===== config.mk =====
export PLATFORM = sky130hd
export DESIGN_NAME = sprite_rom_arbiter_flat
export DESIGN_NICKNAME = d
export VERILOG_FILES = /design/src/rtl/sprite_rom_arbiter_pkg.sv /design/src/rtl/sprite_rom_arbiter_if.sv /design/src/rtl/sprite_rom_arbiter_rr_pick.sv /design/src/rtl/sprite_rom_arbiter.sv /design/src/flat_wrapper.sv
export SDC_FILE = /design/constraint.sdc
export NUM_CORES = 1
export LEC_CHECK = 0
export ABC_AREA = 1
export BUFFER_PORTS_ARGS = -buffer_cell sky130_fd_sc_hd__buf_2
export CAP_MARGIN = 30
export CORE_MARGIN = 4
export CORE_UTILIZATION = 30
export CTS_BUF_LIST = sky130_fd_sc_hd__clkbuf_4
export DETAILED_ROUTE_END_ITERATION = 10
export PLACE_DENSITY = 0.57
export REMOVE_ABC_BUFFERS = 1
export SYNTH_ARGS = -nofsm -noshare
export SYNTH_HDL_FRONTEND = slang
export SYNTH_SLANG_ARGS = --single-unit

===== constraint.sdc =====
create_clock -name Clk -period 2.65 [get_ports Clk]
set_input_delay 0.1325 -clock Clk [delete_from_list [all_inputs] [get_ports Clk]]
set_output_delay 0.1325 -clock Clk [all_outputs]
set_load 0.01 [all_outputs]

===== src/rtl/sprite_rom_arbiter_pkg.sv =====
// Shared types and defaults for the sprite ROM arbiter slice.
package sprite_pkg;

  localparam int NUM_REQ_DEFAULT = 3;
  localparam int ADDR_W_DEFAULT  = 12;

  localparam int REQ_FIREBOY   = 0;
  localparam int REQ_WATERGIRL = 1;
  localparam int REQ_OVERLAY   = 2;

  typedef enum logic {
    ARB,
    LOCKED
  } arb_state_t;

endpackage


===== src/rtl/sprite_rom_arbiter_if.sv =====
// Requester and ROM-side signal bundle of the sprite ROM arbiter.
interface sprite_rom_arbiter_if
  import sprite_pkg::*;
#(
  parameter int NUM_REQ = NUM_REQ_DEFAULT,
  parameter int ADDR_W  = ADDR_W_DEFAULT,
  parameter int DATA_W  = 4
);

  logic [NUM_REQ-1:0]        req;
  logic [NUM_REQ-1:0]        lock;
  logic [NUM_REQ*ADDR_W-1:0] addr;
  logic [NUM_REQ-1:0]        gnt;
  logic [ADDR_W-1:0]         rom_addr;
  logic [DATA_W-1:0]         rom_rdata;
  logic [NUM_REQ-1:0]        rd_valid;
  logic [DATA_W-1:0]         rd_data;

  modport master (
    output req, lock, addr, rom_rdata,
    input  gnt, rom_addr, rd_valid, rd_data
  );

  modport slave (
    input  req, lock, addr, rom_rdata,
    output gnt, rom_addr, rd_valid, rd_data
  );

endinterface


===== src/rtl/sprite_rom_arbiter_rr_pick.sv =====
// Combinational round-robin picker: first requester at or after ptr, skipping excluded ones.
module rr_pick
  import sprite_pkg::*;
#(
  parameter int NUM_REQ = NUM_REQ_DEFAULT,
  parameter int PTR_W   = (NUM_REQ > 1) ? $clog2(NUM_REQ) : 1
) (
  input  logic [NUM_REQ-1:0] req,
  input  logic [PTR_W-1:0]   ptr,
  input  logic [NUM_REQ-1:0] excl,
  output logic [NUM_REQ-1:0] gnt,
  output logic [PTR_W-1:0]   idx
);

  logic             found;
  logic [PTR_W-1:0] cand;

  always_comb begin
    gnt   = '0;
    idx   = '0;
    found = 1'b0;
    cand  = '0;
    for (int unsigned k = 0; k < NUM_REQ; k++) begin
      cand = PTR_W'((32'(ptr) + k) % NUM_REQ);
      if (!found && req[cand] && !excl[cand]) begin
        found     = 1'b1;
        gnt[cand] = 1'b1;
        idx       = cand;
      end
    end
  end

endmodule


===== src/rtl/sprite_rom_arbiter.sv =====
// Shares one synchronous sprite ROM among the character requesters with
// round-robin arbitration, bounded lock bursts and a tagged return path.
module sprite_rom_arbiter
  import sprite_pkg::*;
#(
  parameter int NUM_REQ   = NUM_REQ_DEFAULT,
  parameter int ADDR_W    = ADDR_W_DEFAULT,
  parameter int DATA_W    = 4,
  parameter int ROM_LAT   = 2,
  parameter int MAX_BURST = 64
) (
  input logic                 Clk,
  input logic                 Reset_n,
  sprite_rom_arbiter_if.slave bus
);

  localparam int PTR_W  = (NUM_REQ > 1) ? $clog2(NUM_REQ) : 1;
  localparam int BCNT_W = $clog2(MAX_BURST + 1);

  arb_state_t         state, state_n;
  logic [PTR_W-1:0]   ptr, ptr_n;
  logic [PTR_W-1:0]   owner, owner_n;
  logic [BCNT_W-1:0]  bcnt, bcnt_n;
  logic [NUM_REQ-1:0] vpipe [ROM_LAT];

  logic [NUM_REQ-1:0] owner_oh;
  logic [NUM_REQ-1:0] excl;
  logic               hold;
  logic               saturated;
  logic [NUM_REQ-1:0] pick_gnt;
  logic [PTR_W-1:0]   pick_idx;
  logic [NUM_REQ-1:0] gnt;
  logic [ADDR_W-1:0]  rom_addr;

  // Owner is only excluded on a saturated release if someone else is waiting;
  // ptr already sits at owner+1, so the owner is otherwise scanned last.
  always_comb begin
    owner_oh = '0;
    for (int unsigned i = 0; i < NUM_REQ; i++) begin
      owner_oh[i] = (owner == PTR_W'(i));
    end
    hold      = (state == LOCKED) && (|(bus.req & bus.lock & owner_oh))
                && (bcnt < BCNT_W'(MAX_BURST));
    saturated = (state == LOCKED) && (bcnt == BCNT_W'(MAX_BURST));
    excl      = (saturated && (|(bus.req & ~owner_oh))) ? owner_oh : '0;
  end

  rr_pick #(
    .NUM_REQ (NUM_REQ),
    .PTR_W   (PTR_W)
  ) u_pick (
    .req  (bus.req),
    .ptr  (ptr),
    .excl (excl),
    .gnt  (pick_gnt),
    .idx  (pick_idx)
  );

  always_comb begin
    state_n = ARB;
    ptr_n   = ptr;
    owner_n = owner;
    bcnt_n  = '0;
    gnt     = '0;
    if (hold) begin
      gnt     = owner_oh;
      state_n = LOCKED;
      bcnt_n  = bcnt + 1'b1;
    end else if (|pick_gnt) begin
      gnt   = pick_gnt;
      ptr_n = (pick_idx == PTR_W'(NUM_REQ - 1)) ? '0 : pick_idx + 1'b1;
      if (|(bus.lock & pick_gnt)) begin
        state_n = LOCKED;
        owner_n = pick_idx;
        bcnt_n  = BCNT_W'(1);
      end
    end
  end

  always_comb begin
    rom_addr = '0;
    for (int unsigned i = 0; i < NUM_REQ; i++) begin
      if (gnt[i]) rom_addr = bus.addr[i*ADDR_W +: ADDR_W];
    end
  end

  always_ff @(posedge Clk or negedge Reset_n) begin
    if (!Reset_n) begin
      state <= ARB;
      ptr   <= '0;
      owner <= '0;
      bcnt  <= '0;
      for (int unsigned k = 0; k < ROM_LAT; k++) vpipe[k] <= '0;
    end else begin
      state    <= state_n;
      ptr      <= ptr_n;
      owner    <= owner_n;
      bcnt     <= bcnt_n;
      vpipe[0] <= gnt;
      for (int unsigned k = 1; k < ROM_LAT; k++) vpipe[k] <= vpipe[k-1];
    end
  end

  assign bus.gnt      = gnt;
  assign bus.rom_addr = rom_addr;
  assign bus.rd_valid = vpipe[ROM_LAT-1];
  assign bus.rd_data  = DATA_W'(bus.rom_rdata);

endmodule

===== src/flat_wrapper.sv =====
// flat-port wrapper written by rule: the top's interface ports become plain ports
module sprite_rom_arbiter_flat import sprite_pkg::*;
#(
  parameter int NUM_REQ   = NUM_REQ_DEFAULT,
  parameter int ADDR_W    = ADDR_W_DEFAULT,
  parameter int DATA_W    = 4,
  parameter int ROM_LAT   = 2,
  parameter int MAX_BURST = 64
)
  (Clk, Reset_n, bus_req, bus_lock, bus_addr, bus_rom_rdata, bus_gnt, bus_rom_addr, bus_rd_valid, bus_rd_data);
  sprite_rom_arbiter_if #(.NUM_REQ(NUM_REQ), .ADDR_W(ADDR_W), .DATA_W(DATA_W)) bus_i ();
  input logic Clk;
  input logic Reset_n;
  input wire logic [$bits(bus_i.req)-1:0] bus_req;
  input wire logic [$bits(bus_i.lock)-1:0] bus_lock;
  input wire logic [$bits(bus_i.addr)-1:0] bus_addr;
  input wire logic [$bits(bus_i.rom_rdata)-1:0] bus_rom_rdata;
  output wire logic [$bits(bus_i.gnt)-1:0] bus_gnt;
  output wire logic [$bits(bus_i.rom_addr)-1:0] bus_rom_addr;
  output wire logic [$bits(bus_i.rd_valid)-1:0] bus_rd_valid;
  output wire logic [$bits(bus_i.rd_data)-1:0] bus_rd_data;
  assign bus_i.req = bus_req;
  assign bus_i.lock = bus_lock;
  assign bus_i.addr = bus_addr;
  assign bus_i.rom_rdata = bus_rom_rdata;
  assign bus_gnt = bus_i.gnt;
  assign bus_rom_addr = bus_i.rom_addr;
  assign bus_rd_valid = bus_i.rd_valid;
  assign bus_rd_data = bus_i.rd_data;
  sprite_rom_arbiter #(.NUM_REQ(NUM_REQ), .ADDR_W(ADDR_W), .DATA_W(DATA_W), .ROM_LAT(ROM_LAT), .MAX_BURST(MAX_BURST)) u_core (.Clk(Clk), .Reset_n(Reset_n), .bus(bus_i));
endmodule

# After elaboration in Yosys (flattened, before gate mapping)
# Index checks and enable logic that the tools add are counted.
# word_totals
regBits	18
input_bits	48
output_inout_bits	22
# op_classes
add_sub_neg	4
div_mod_pow	3
order_cmp	7
n_eq_ne	4
muxes	39
bitwise	8
n_reduce_logical	24
# op_table
operator	count
remainder unit 32 x 2 -> 32 bit (second input constant)	2
2-to-1 mux 12 bit	3
remainder unit 2 x 2 -> 32 bit (second input constant)	1
2-to-1 mux 3 bit	6
2-to-1 mux 1 bit	15
2-to-1 mux 7 bit	2
bitwise AND 3 bit	4
binary-select mux 1 bit (select 2 bit)	6
logical AND 1 bit	12
OR reduction 3 bit	4
less-than comparator 2 x 3 -> 1 bit (second input constant)	3
2-to-1 mux 2 bit	4
adder 7 x 1 -> 7 bit (second input constant)	1
== test 7 bit (second input constant)	1
less-than comparator 7 bit (second input constant)	1
demux 1 bit (select 2 bit)	3
>= comparator 2 x 1 -> 1 bit (second input constant)	3
OR 3 bit	2
logical NOT 1 bit	5
== test 2 bit (second input constant)	2
adder 2 x 1 -> 3 bit (second input constant)	1
adder 2 x 2 -> 3 bit (second input constant)	1
NOT 3 bit	1
AND reduction 3 bit	1
other kinds (5)	5

# Depth between registers and ports, before layout
# Gate-level depths: netlist (run 1).
# depth
ltp_word	25
mapped_depth	21

# Cells and area by module
# A second synthesis (run 1) with hierarchy kept.
# unflattened
hier_cells	292
area_unflattened_um2	1838.0
# by_module_without_submodules
module	n_inst	cells_each	area_per_inst_um2	seq_area_each_um2
sprite_rom_arbiter	1	229	1521.5	450.4
rr_pick	1	63	316.6	0.0

# Least setup slack after synthesis (run 1)
# Ideal clock, no wire load.
# synth_path
path_type	register to output
startpoint	reg u_core.ptr[0]
endpoint	out bus_rom_addr[10]
arrival_time_ns	2.147
t_required_ns	2.518
slack_ns	0.371
path_stages_with_launch	22
path_buffers	2
cell_sequence	dfrtp_1 inv_1 ha_1 buf_4 inv_2 nand2_1 o21ai_0 o21ai_1 inv_1 nand2_1 inv_1 nand2_4 nor2_4 nand2_2 nand2_1 nor2_2 nand2_1 o21ai_2 inv_4 buf_6 nand2_1 nand2_1
# synth_via
word_cells_on_any_way	55
classes_between	add/sub: 2; div: 3; order compare: 6; mux: 28; bitwise: 2; reduce/logical: 14
# synth_rtl
item	line_no	source
start: declaration	sprite_rom_arbiter.sv:21	logic [PTR_W-1:0] ptr, ptr_n;
start signal: assignment	sprite_rom_arbiter.sv:96	ptr <= ptr_n;
branches (longest 13 deep; another with remainder unit 32 x 2 -> 32 bit)	--	
2-to-1 mux 3 bit *	sprite_rom_arbiter_rr_pick.sv:25	if (!found && req[cand] && !excl[cand]) begin
OR reduction 3 bit	sprite_rom_arbiter.sv:69	end else if (|pick_gnt) begin
2-to-1 mux 3 bit *	sprite_rom_arbiter.sv:69	
2-to-1 mux 3 bit *	sprite_rom_arbiter.sv:65	if (hold) begin
net bus_gnt[2]	flat_wrapper.sv:18	output wire logic [$bits(bus_i.gnt)-1:0] bus_gnt;
2-to-1 mux 12 bit *	sprite_rom_arbiter.sv:83	if (gnt[i]) rom_addr = bus.addr[i*ADDR_W +: ADDR_W];
end: declaration	flat_wrapper.sv:19	output wire logic [$bits(bus_i.rom_addr)-1:0] bus_rom_addr;
# Mark *: on every way through the listed nets, which the timed path passes. The select of a mux whose other input is x is not followed.

# Worst setup path in the final report (run 1)
# layout_path
startpoint	reg u_core.ptr[1]
endpoint	out bus_rom_addr[11]
# layout_via
elab_chain_cells	20
word_cells_on_any_way	55
classes_between	add/sub: 2; div: 3; order compare: 6; mux: 28; bitwise: 2; reduce/logical: 14
# layout_lines
item	line_no
branches (longest 13 deep; another with remainder unit 32 x 2 -> 32 bit)	--
2-to-1 mux 3 bit *	sprite_rom_arbiter_rr_pick.sv:25
OR reduction 3 bit	sprite_rom_arbiter.sv:69
2-to-1 mux 3 bit *	sprite_rom_arbiter.sv:69
2-to-1 mux 3 bit *	sprite_rom_arbiter.sv:65
2-to-1 mux 12 bit (2 in a row)	sprite_rom_arbiter.sv:83
2-to-1 mux 12 bit *	sprite_rom_arbiter.sv:83
# Mark *: on every way between the ends. The select of a mux whose other input is x is not followed.

==> key figures, run 1 <==
Synthesis
  – Leading post-synthesis cells by cell area: dfrtp_1 (25%), nand2_1 (16%), nand3_1 (14%), inv_1 (7.8%), ha_1 (4.2%)
  – Mapped Avg Cell Area: 6.52 um2
  – Leading area contributor after synthesis: dfrtp_1
  – Xor/xnor cell area share of the yosys netlist: 0%
  – Netlist cell types: 29
  – Cell area after synthesis: 1790 um2
  – Synth Area in Compound Gates: around 4.5%
  – Mapped Cells: about 280
  – Largest family of logic cells by synthesized area: simple AND/OR/NAND/NOR gates
  – Synth warn: 0
  – Area share of and/or/nand/nor cells after synthesis: between 50% and 60%
  – Synth Register Bits: 18
  – Sequential share of the synthesized area: 25.1%
  – Synth top area share: between 20% and 30%
  – Synth Area in Adders: 4.19%
  – Mux cell area share after synthesis: 0%

Clocking
  – CTS tree: yes
  – CTS H-tree depth: 1
  – Clk_lat worst skew: around 0.28 ns
  – Clock sink count: 18
  – Clock buffer depth: 2
  – CTS buffer count: 3
  – Reg clk slew, reported paths: 0.10 ns
  – Clk root buf: clkbuf_4

Route
  – Detailed-route via count: a little over 2k
  – Via density: 4.77
  – Routed Antenna Nets: 0
  – WL per Instance: roughly 12 um
  – DRT iter0 DRCs: between 100 and 150
  – First drt pass iteration count: 4
  – Wirelength, routed: 5110 um
  – DRC viols: 0

Hold path
  – HP Start: bus_lock[2]
  – Worst Hold Class: in -> reg
  – WHS Endpoint: u_core.state
  – Hold path depth: 3

GRT
  – Largest net degree at the start of global routing: 19
  – Initial antenna violation count: 0
  – GRT overflow: 0
  – Vias in the first global route: 1861
  – Global-route wire length before repair: 8380 um
  – GRT Resource Usage Total: between 10 and 15%

Finish
  – Post-route cell area: 2460 um2
  – Area grow syn2layout: 37.5%
  – Ant diodes: 0
  – Fraction of layout cells with a size suffix above 1: 42.5%
  – Multi-input gate area: 1220 um2
  – Fillers: between 500 and 600
  – Cell Count, Final, Fillers Out: 423
  – Register area: 452 um2
  – Nets@finish: 406

Floorplanning
  – Std-Cell Rows: 27
  – Die ar.: just over 7000 um2
  – Core footprint: 5640 um2
  – Starting Density: between 30% and 40%
  – Die height: 85.3 um
  – Die width: 85.3 um
  – Ports: 70

Pwr
  – PwrDens: about 1600 nW/um2
  – Worst VDD drop: 1.01 mV
  – Leakage power: 1.37 nW

Timing
  – FMAX: roughly 370 MHz
  – # setup viols final: 12
  – Slew Limit Headroom: between 70 and 80%
  – Unrepaired setup endpoints after global routing: yes
  – Crit path time final: 2.71 ns
  – Setup ws final: -0.0626 ns
  – Final Hold Viols: 0
  – Final Slew Violations: 0
  – Least-Margin Pin Slew: 0.389 ns
  – Clock Skew: 0.00105 ns
  – Fin Hold WS: 0.157 ns
  – Final period utilization: 102%

Status
  – Violated checks: setup timing
  – Status: complete, but fails checks

Setup path
  – CP bufs+invs: 4
  – Worst-path fanout max: 6
  – Reg2Reg Launch Point: u_core.ptr[1]
  – CP peak stage delay: roughly 0.47 ns
  – CP Class: reg -> out
  – CP Cell Sequence: ha_4, buf_4, o21ai_0, o21bai_2, a21oi_4, nand4_1, inv_1, nor2_4, nand2_2, o21ai_4, buf_6, nand3_1, nand2_1, buf_2
  – Cell family with most CP delay: compound AO/OA/AOI/OAI gates
  – Worst EP required: 2.52 ns
  – Element type at the critical path end: output pin
  – Worst EP arrival: 2.58 ns
  – Reg2reg end: u_core.owner[1]
  – Startpoint Class: flop
  – CP max-delay cell: dfrtp_2
  – R2r setup slk: 0.35 ns
  – Worst r2r path cells: 13

Placed design
  – PortBufs: 61
  – Hpwl dp: between 3000 and 4000 um
  – Dpl cells: 398
  – Placed inst area: 2110 um2
  – GPL Wtd Cong: slightly below 0.9

Flow run
  – Max Cap Violations: 0
[where the power goes]
part / internal (mW) / switching [mW]
Combinational: 1.38 / 1.92
Clock: 0.0546 / 0.0793
Sequential: 0.368 / 0.0485
[stage by stage]
stage | total power [mW] | worst slack, ns | utilization (%) | TNS (ns)
2_1_floorplan | 2.18 | 0.295 | - | 0
3_5_place_dp | 2.98 | 0.127 | 37.4 | 0
4_1_cts | 3.44 | -0.0333 | 40.7 | -0.342
6_report | 3.85 | -0.0626 | 43.7 | -0.567
3_3_place_gp | 2.98 | 0.115 | 37.4 | 0
5_1_grt | 4.29 | -0.299 | 43.7 | -3.31
[worst max-delay path by stage]
stage	startpoint	to	slack [ns]	cells past startpoint
2_1_floorplan	u_core.ptr[0]	bus_rom_addr[0]	0.30	17
3_3_place_gp	u_core.ptr[1]	bus_rom_addr[5]	0.11	18
3_5_place_dp	u_core.ptr[1]	bus_rom_addr[3]	0.13	17
4_1_cts	u_core.ptr[1]	bus_rom_addr[9]	-0.03	19
5_1_grt	u_core.bcnt[0]	bus_rom_addr[3]	-0.30	18
6_report	u_core.ptr[1]	bus_rom_addr[11]	-0.06	14
[Yosys cell counts]
library cell  instances
a21oi_1               2
a21oi_2               1
and2_1                1
buf_2                 1
buf_4                 8
buf_6                 4
clkbuf_1              3
dfrtp_1              18
ha_1                  6
inv_1                37
inv_2                 4
inv_4                 1
nand2_1              76
nand2_2               9
nand2_4               3
nand3_1              50
nand3_2               6
nand3_4               1
nand3b_1              2
nand4_1               9
nor2_1               12
nor2_2                2
nor2_4                4
nor3_1                3
nor4_1                1
o21ai_0               8
o21ai_1               1
o21ai_2               1
o21bai_1              1
[flip-flops by register name, summed over array words and instances (netlist names)]
register	count
u_core.bus.rd_valid	3
u_core.ptr	2
u_core.vpipe	3
u_core.bcnt	7
u_core.owner	2
u_core.state	1
[cell usage in the layout (no fill, tap or decap), drive strengths merged]
cell type / Yosys / routed
a21oi: 3 / 3
and2: 1 / 1
buf: 13 / 83
clkbuf: 3 / 3
clkinv: 0 / 2
dfrtp: 18 / 18
dlygate4sd3: 0 / 1
ha: 6 / 6
inv: 42 / 42
nand2: 88 / 90
nand3: 57 / 57
nand3b: 2 / 2
nand4: 9 / 9
nor2: 18 / 18
nor3: 3 / 3
nor4: 1 / 1
o21ai: 10 / 11
o21bai: 1 / 1
[metal layers]
metal / wire length (um) / up-vias / track usage (%)
li1: - / 1028 / -
met1: 2190 / 915 / 17.3
met2: 2550 / 69 / 24.1
met3: 330 / 4 / 3.01
met4: 48 / 0 / 2.45
met5: 0 / - / 0
[worst min-delay path, delay by kind of cell]
family	cells	cell delay (ns)
AND/OR/NAND/NOR	2	0.15
buffers and inverters	1	0.12
[logic make-up (layout without fill, tap and decap cells)]
| logic type | count (synthesis) | after routing |
|---|---|---|
| fa+ha+maj | 6 | 6 |
| flops | 18 | 18 |
| compound gates | 14 | 15 |
| buf+inv | 58 | 131 |
| simple gates | 179 | 181 |
[repair_timing]
| item | 4_1_cts | 5_1_grt |
|---|---|---|
| setup endpoints to repair | 14 | 15 |
| buffers inserted | 4 | 12 |
| cloned | 3 | 1 |
| gates resized for setup | 22 | 23 |
| pin swaps | 14 | 16 |
| endpoints found under the hold margin | 18 | 0 |
| hold buffers | 1 | 0 |
[area by class of cell]
cell class | count | area share, %
clock buffer | 3 | 0.914
clock inverter | 1 | 0.152
inverter | 42 | 6.70
multi-input combinational | 202 | 49.4
sequential | 18 | 18.3
tap | 72 | 3.66
timing repair buffer | 84 | 20.6
timing repair inverter | 1 | 0.254
(Power assumes the default switching activity.)
==> run 2: changes to the inputs <==
Settings changed: SKIP_CTS_REPAIR_TIMING from default to 1.
==> key figures, run 2 (same netlist as run 1, synthesis figures left out) <==
Status
  – Status: complete, but fails checks
  – Violated checks: setup timing

Timing
  – Setup ws final: -0.180 ns
  – Crit path time final: about 2.8 ns
  – Final Slew Violations: 0
  – Fin Hold WS: 0.150 ns
  – Final Hold Viols: 0
  – Least-Margin Pin Slew: between 0.3 and 0.4 ns
  – # setup viols final: 14
  – FMAX: about 350 MHz
  – Clock Skew: 0.00214 ns
  – Unrepaired setup endpoints after global routing: yes
  – Final period utilization: 107%
  – Slew Limit Headroom: 74.0%
  – Fin Setup TNS: -1.80 ns

Finish
  – Reg with most FFs: u_core.bcnt
  – Nets@finish: around 400
  – Fillers: 583
  – Max FFs per register: 7
  – Cell Count, Final, Fillers Out: 419
  – Post-route cell area: 2450 um2
  – Most frequent cells in the layout: nand2_1 (65), buf_2 (59), nand3_1 (42)
  – Area grow syn2layout: 36.9%
  – Commonest non-fill, non-tap cell in the layout: nand2_1
  – Fraction of layout cells with a size suffix above 1: 42.4%
  – Fin util: 43.5%
  – Ant diodes: 0

Flow run
  – Max Cap Violations: 0

Floorplanning
  – Starting Density: 31.8%
  – Die ar.: 7270 um2
  – Die height: 85.3 um
  – Die width: 85.3 um
  – Std-Cell Rows: 27
  – Ports: 70
  – Core footprint: 5640 um2

GRT
  – GRT overflow: 0
  – Largest net degree at the start of global routing: 19
  – GRT Resource Usage Total: around an eighth
  – Global-route wire length before repair: 7880 um
  – Initial antenna violation count: 0
  – Vias in the first global route: between 1.5k and 2k

Route
  – First drt pass iteration count: 4
  – WL per Instance: between 10 and 15 um
  – Via density: 4.75
  – Routed Antenna Nets: 0
  – DRT iter0 DRCs: around 100
  – DRC viols: 0
  – Wirelength, routed: ~5000 um
  – Detailed-route via count: 1991

Pwr
  – Leakage power: roughly 1.4 nW
  – Worst VDD drop: 1.00 mV
  – PwrDens: 1590 nW/um2

Clocking
  – Clock sink count: 18
  – CTS buffer count: 3
  – CTS tree: yes
  – Clk root buf: clkbuf_4
  – CTS H-tree depth: 1
  – Clock buffer depth: 2
  – Clk_lat worst skew: 0.28 ns
  – Reg clk slew, reported paths: 0.10 ns

Hold path
  – Worst Hold Class: in -> reg

Setup path
  – CP Class: reg -> out
  – Worst EP arrival: about 2.7 ns
  – Element type at the critical path end: output pin
  – Worst-path fanout max: 8
  – Worst EP required: 2.52 ns
  – Startpoint Class: flop

Placed design
  – Placed inst area: between 2000 and 2500 um2
  – PortBufs: 61
  – Dpl cells: about 400
  – Hpwl dp: 3700 um
  – GPL Wtd Cong: 0.877
[run 2: changes by cell type in the layout (fill, tap and decap cells not counted), moves of 2 or more]
cell,change
nand3_1,-4
buf_4,-3
buf_6,+3
nand2_2,-3
nand3_2,+3
nand2_1,+2
[run 2: worst paths after layout]
| kind | end | slack [ns] | from | cells past startpoint |
|---|---|---|---|---|
| max in group asynchronous | u_core.ptr[1] | 2.05 | Reset_n | 2 |
| worst min-delay path | u_core.state | 0.15 | bus_lock[0] | 3 |
| min in group asynchronous | u_core.bcnt[3] | 0.30 | Reset_n | 2 |
| worst min register to register | u_core.bus.rd_valid[2] | 0.36 | u_core.vpipe[5] | 0 |
| worst max-delay path | bus_rom_addr[9] | -0.18 | u_core.bcnt[1] | 20 |
| worst max register to register | u_core.vpipe[4] | 0.30 | u_core.bcnt[1] | 17 |
[run 2: stage by stage]
step,total power [mW],setup slack (ns)
final,3.91,-0.180
after CTS,3.13,-0.219
after detailed placement,2.98,0.127
after global placement,2.98,0.115
after floorplan,2.18,0.295
after global routing,4.32,-0.376
[run 2: critical path, stage by stage, from the launching register on]
cell	delay (ns)
dfrtp_1	0.41
inv_1	0.06
ha_2	0.18
nand3_2	0.10
nor2_4	0.19
nand3_2	0.12
nand2_1	0.09
nand2_2	0.08
nand2_2	0.09
nor2_4	0.05
nor2_4	0.13
nand2_2	0.08
nand2_2	0.08
nor2_4	0.06
nand2_4	0.14
nand2_8	0.09
buf_6	0.16
nand2_2	0.06
nand3_2	0.06
nand2_1	0.06
buf_2	0.12
[run 2: power breakdown]
part | internal (mW) | switching (mW) | total (mW)
Combinational | 1.45 | 1.91 | 3.36
Clock | 0.0546 | 0.0792 | 0.134
Sequential | 0.368 | 0.0484 | 0.416
Total | 1.88 | 2.04 | 3.91
[run 2: area by class of cell]
cell class / instances / area, um2 / area share [%]
Multi-Input combinational cell: 199 / 1200 / 48.9
Clock inverter: 1 / 3.75 / 0.153
Sequential cell: 18 / 452 / 18.4
Inverter: 42 / 165 / 6.73
Tap cell: 72 / 90.1 / 3.67
Timing Repair Buffer: 84 / 519 / 21.2
Clock buffer: 3 / 22.5 / 0.918
[run 2: routing by layer]
metal / part of all wire (%) / wire length [um] / track usage, %
met1: 42 / 2120 / 16.5
met2: 49 / 2450 / 21.9
met3: 7.3 / 364 / 3.11
met5: 0 / 0 / 0
met4: 1.2 / 59 / 2.16
==> run 3: changes to the inputs <==
--- a/config.mk
+++ b/config.mk
@@ -7,5 +7,4 @@
 export LEC_CHECK = 0
 export ABC_AREA = 1
-export BUFFER_PORTS_ARGS = -buffer_cell sky130_fd_sc_hd__buf_2
 export CAP_MARGIN = 30
 export CORE_MARGIN = 4
@@ -13,5 +12,6 @@
 export CTS_BUF_LIST = sky130_fd_sc_hd__clkbuf_4
 export DETAILED_ROUTE_END_ITERATION = 10
-export PLACE_DENSITY = 0.57
+export DONT_BUFFER_PORTS = 1
+export PLACE_DENSITY = 0.48
 export REMOVE_ABC_BUFFERS = 1
 export SKIP_CTS_REPAIR_TIMING = 1
==> constraint.sdc (replaced) <==
create_clock -name Clk -period 2.4 [get_ports Clk]
set_input_delay 0.12 -clock Clk [delete_from_list [all_inputs] [get_ports Clk]]
set_output_delay 0.12 -clock Clk [all_outputs]
set_load 0.05 [all_outputs]
==> key figures, run 3 (same netlist as run 1, synthesis figures left out) <==
Timing
  – Final period utilization: 114%
  – Unrepaired setup endpoints after global routing: yes
  – Final Slew Violations: 0
  – Slew Limit Headroom: between 40% and 50%
  – Final Hold Viols: 0
  – Crit path time final: 2.74 ns
  – Clock Skew: 0.00459 ns
  – FMAX: around 370 MHz
  – Setup ws final: -0.337 ns
  – Least-Margin Pin Slew: 0.813 ns
  – # setup viols final: 15

Floorplanning
  – Ports: 70
  – Starting Density: between 30% and 40%
  – Die height: 85.3 um
  – Die ar.: 7270 um2
  – Die width: 85.3 um
  – Core footprint: 5640 um2
  – Std-Cell Rows: 27

Finish
  – Nets@finish: 362
  – Commonest non-fill, non-tap cell in the layout: nand2_1
  – Fraction of layout cells with a size suffix above 1: about 40%
  – Ant diodes: 0
  – Multi-input gate area: 1250 um2
  – Most frequent cells in the layout: nand2_1 (54), nand3_1 (40), inv_1 (31)
  – Fillers: approximately 580
  – Area grow syn2layout: 40.6%
  – Register area: around 450 um2
  – Reg with most FFs: u_core.bcnt
  – Max FFs per register: 7
  – Fin util: about 45%

Setup path
  – Worst EP arrival: between 2 and 3 ns
  – Worst-path fanout max: 7
  – CP Launch Point: u_core.ptr[1]
  – Worst EP required: roughly 2.3 ns
  – R2r setup slk: between 0.15 and 0.2 ns
  – Reg2Reg Launch Point: u_core.ptr[0]
  – Element type at the critical path end: output pin
  – Startpoint Class: flop
  – CP Class: reg -> out

GRT
  – Initial antenna violation count: 0
  – GRT Resource Usage Total: 12.8%
  – Met1 Use GR: 16.3%
  – Met2 Resource Use GR: 20.9%
  – Vias in the first global route: 1687
  – GRT overflow: 0
  – Most Crowded Layer GR: met2
  – GR met3 Demand/Resource: 4.95%
  – Largest net degree at the start of global routing: 19
  – Global-route wire length before repair: ~7800 um

Route
  – Via density: 4.84
  – First drt pass iteration count: 6
  – DRT iter0 DRCs: 55
  – Detailed-route via count: 1834
  – Routed Antenna Nets: 0
  – WL per Instance: approximately 14 um
  – Wirelength, routed: 5150 um
  – DRC viols: 0

Hold path
  – Worst Hold Class: in -> reg
  – HP Start: bus_lock[0]

Placed design
  – Hpwl dp: 3920 um
  – Worst slack, placed: -0.160 ns
  – PortBufs: 0
  – GPL Wtd Cong: 0.942

Clocking
  – Reg clk slew, reported paths: 0.10 ns
  – CTS buffer count: 3
  – CTS H-tree depth: 1
  – Clk root buf: clkbuf_4
  – CTS tree: yes
  – Clock buffer depth: 2
  – Clock sink count: 18
  – Clk_lat worst skew: 0.29 ns

Flow run
  – Max Cap Violations: 0

Status
  – Violated checks: setup timing
  – Status: complete, but fails checks
-- run 3: cell count changes in the layout (fill, tap and decap cells not counted), sizes merged --
| cell | before | now |
|---|---|---|
| buf | 83 | 42 |
| clkinv | 1 | 2 |
-- run 3: through the flow --
| step | instance area, um2 | instances | hold WS (ns) | TNS, ns |
|---|---|---|---|---|
| after floorplan | 1670 | 259 | -0.176 | -3.47 |
| after CTS | 2250 | 372 | -0.512 | -7.04 |
| after detailed placement | 2230 | 368 | -0.175 | -1.75 |
| after global routing | 2520 | 379 | 0.0214 | -6.83 |
| final | 2520 | 379 | 0.0109 | -4.33 |
| after global placement | 2230 | 368 | -0.175 | -1.08 |
-- run 3: layout make-up --
| cell class | count | area share (%) |
|---|---|---|
| Clock buffer | 3 | 0.894 |
| Clock inverter | 1 | 0.149 |
| Inverter | 42 | 6.55 |
| Multi-Input combinational cell | 199 | 49.7 |
| Sequential cell | 18 | 17.9 |
| Tap cell | 72 | 3.57 |
| Timing Repair Buffer | 43 | 21.0 |
| Timing Repair inverter | 1 | 0.248 |
-- run 3: layer usage --
| metal | routed length [um] | share of wire [%] |
|---|---|---|
| met2 | 2490 | 48 |
| met3 | 416 | 8.1 |
| met1 | 2200 | 43 |
| met5 | 0 | 0 |
| met4 | 44 | 0.85 |
-- run 3: path summary, 6_finish.rpt --
check                                          to  cells after the start
max in group asynchronous           u_core.ptr[1]                      1
setup / recovery                  bus_rom_addr[1]                     19
hold / removal                       u_core.state                      2
min in group asynchronous          u_core.bcnt[6]                      1
setup reg to reg                  u_core.owner[0]                     15
hold reg to reg            u_core.bus.rd_valid[1]                      0
-- run 3: critical path, cell delays in order (launching register included) --
cell and delay [ns]:
dfrtp_2 0.47, ha_4 0.33, inv_4 0.04, nand2_2 0.04, o21ai_1 0.06, o21ai_1 0.13
inv_1 0.05, nand2_1 0.07, inv_2 0.04, nand2_4 0.09, nor2_4 0.06, nand2_2 0.07
nand2_2 0.06, nor2_4 0.12, nand2_2 0.07, o21ai_4 0.13, clkinv_4 0.18, nand2_2 0.11
nand2_2 0.07, buf_12 0.15
Power of run 3 is not shown: default switching activity piles up to over one toggle a cycle in this logic, so the estimate is an artifact.
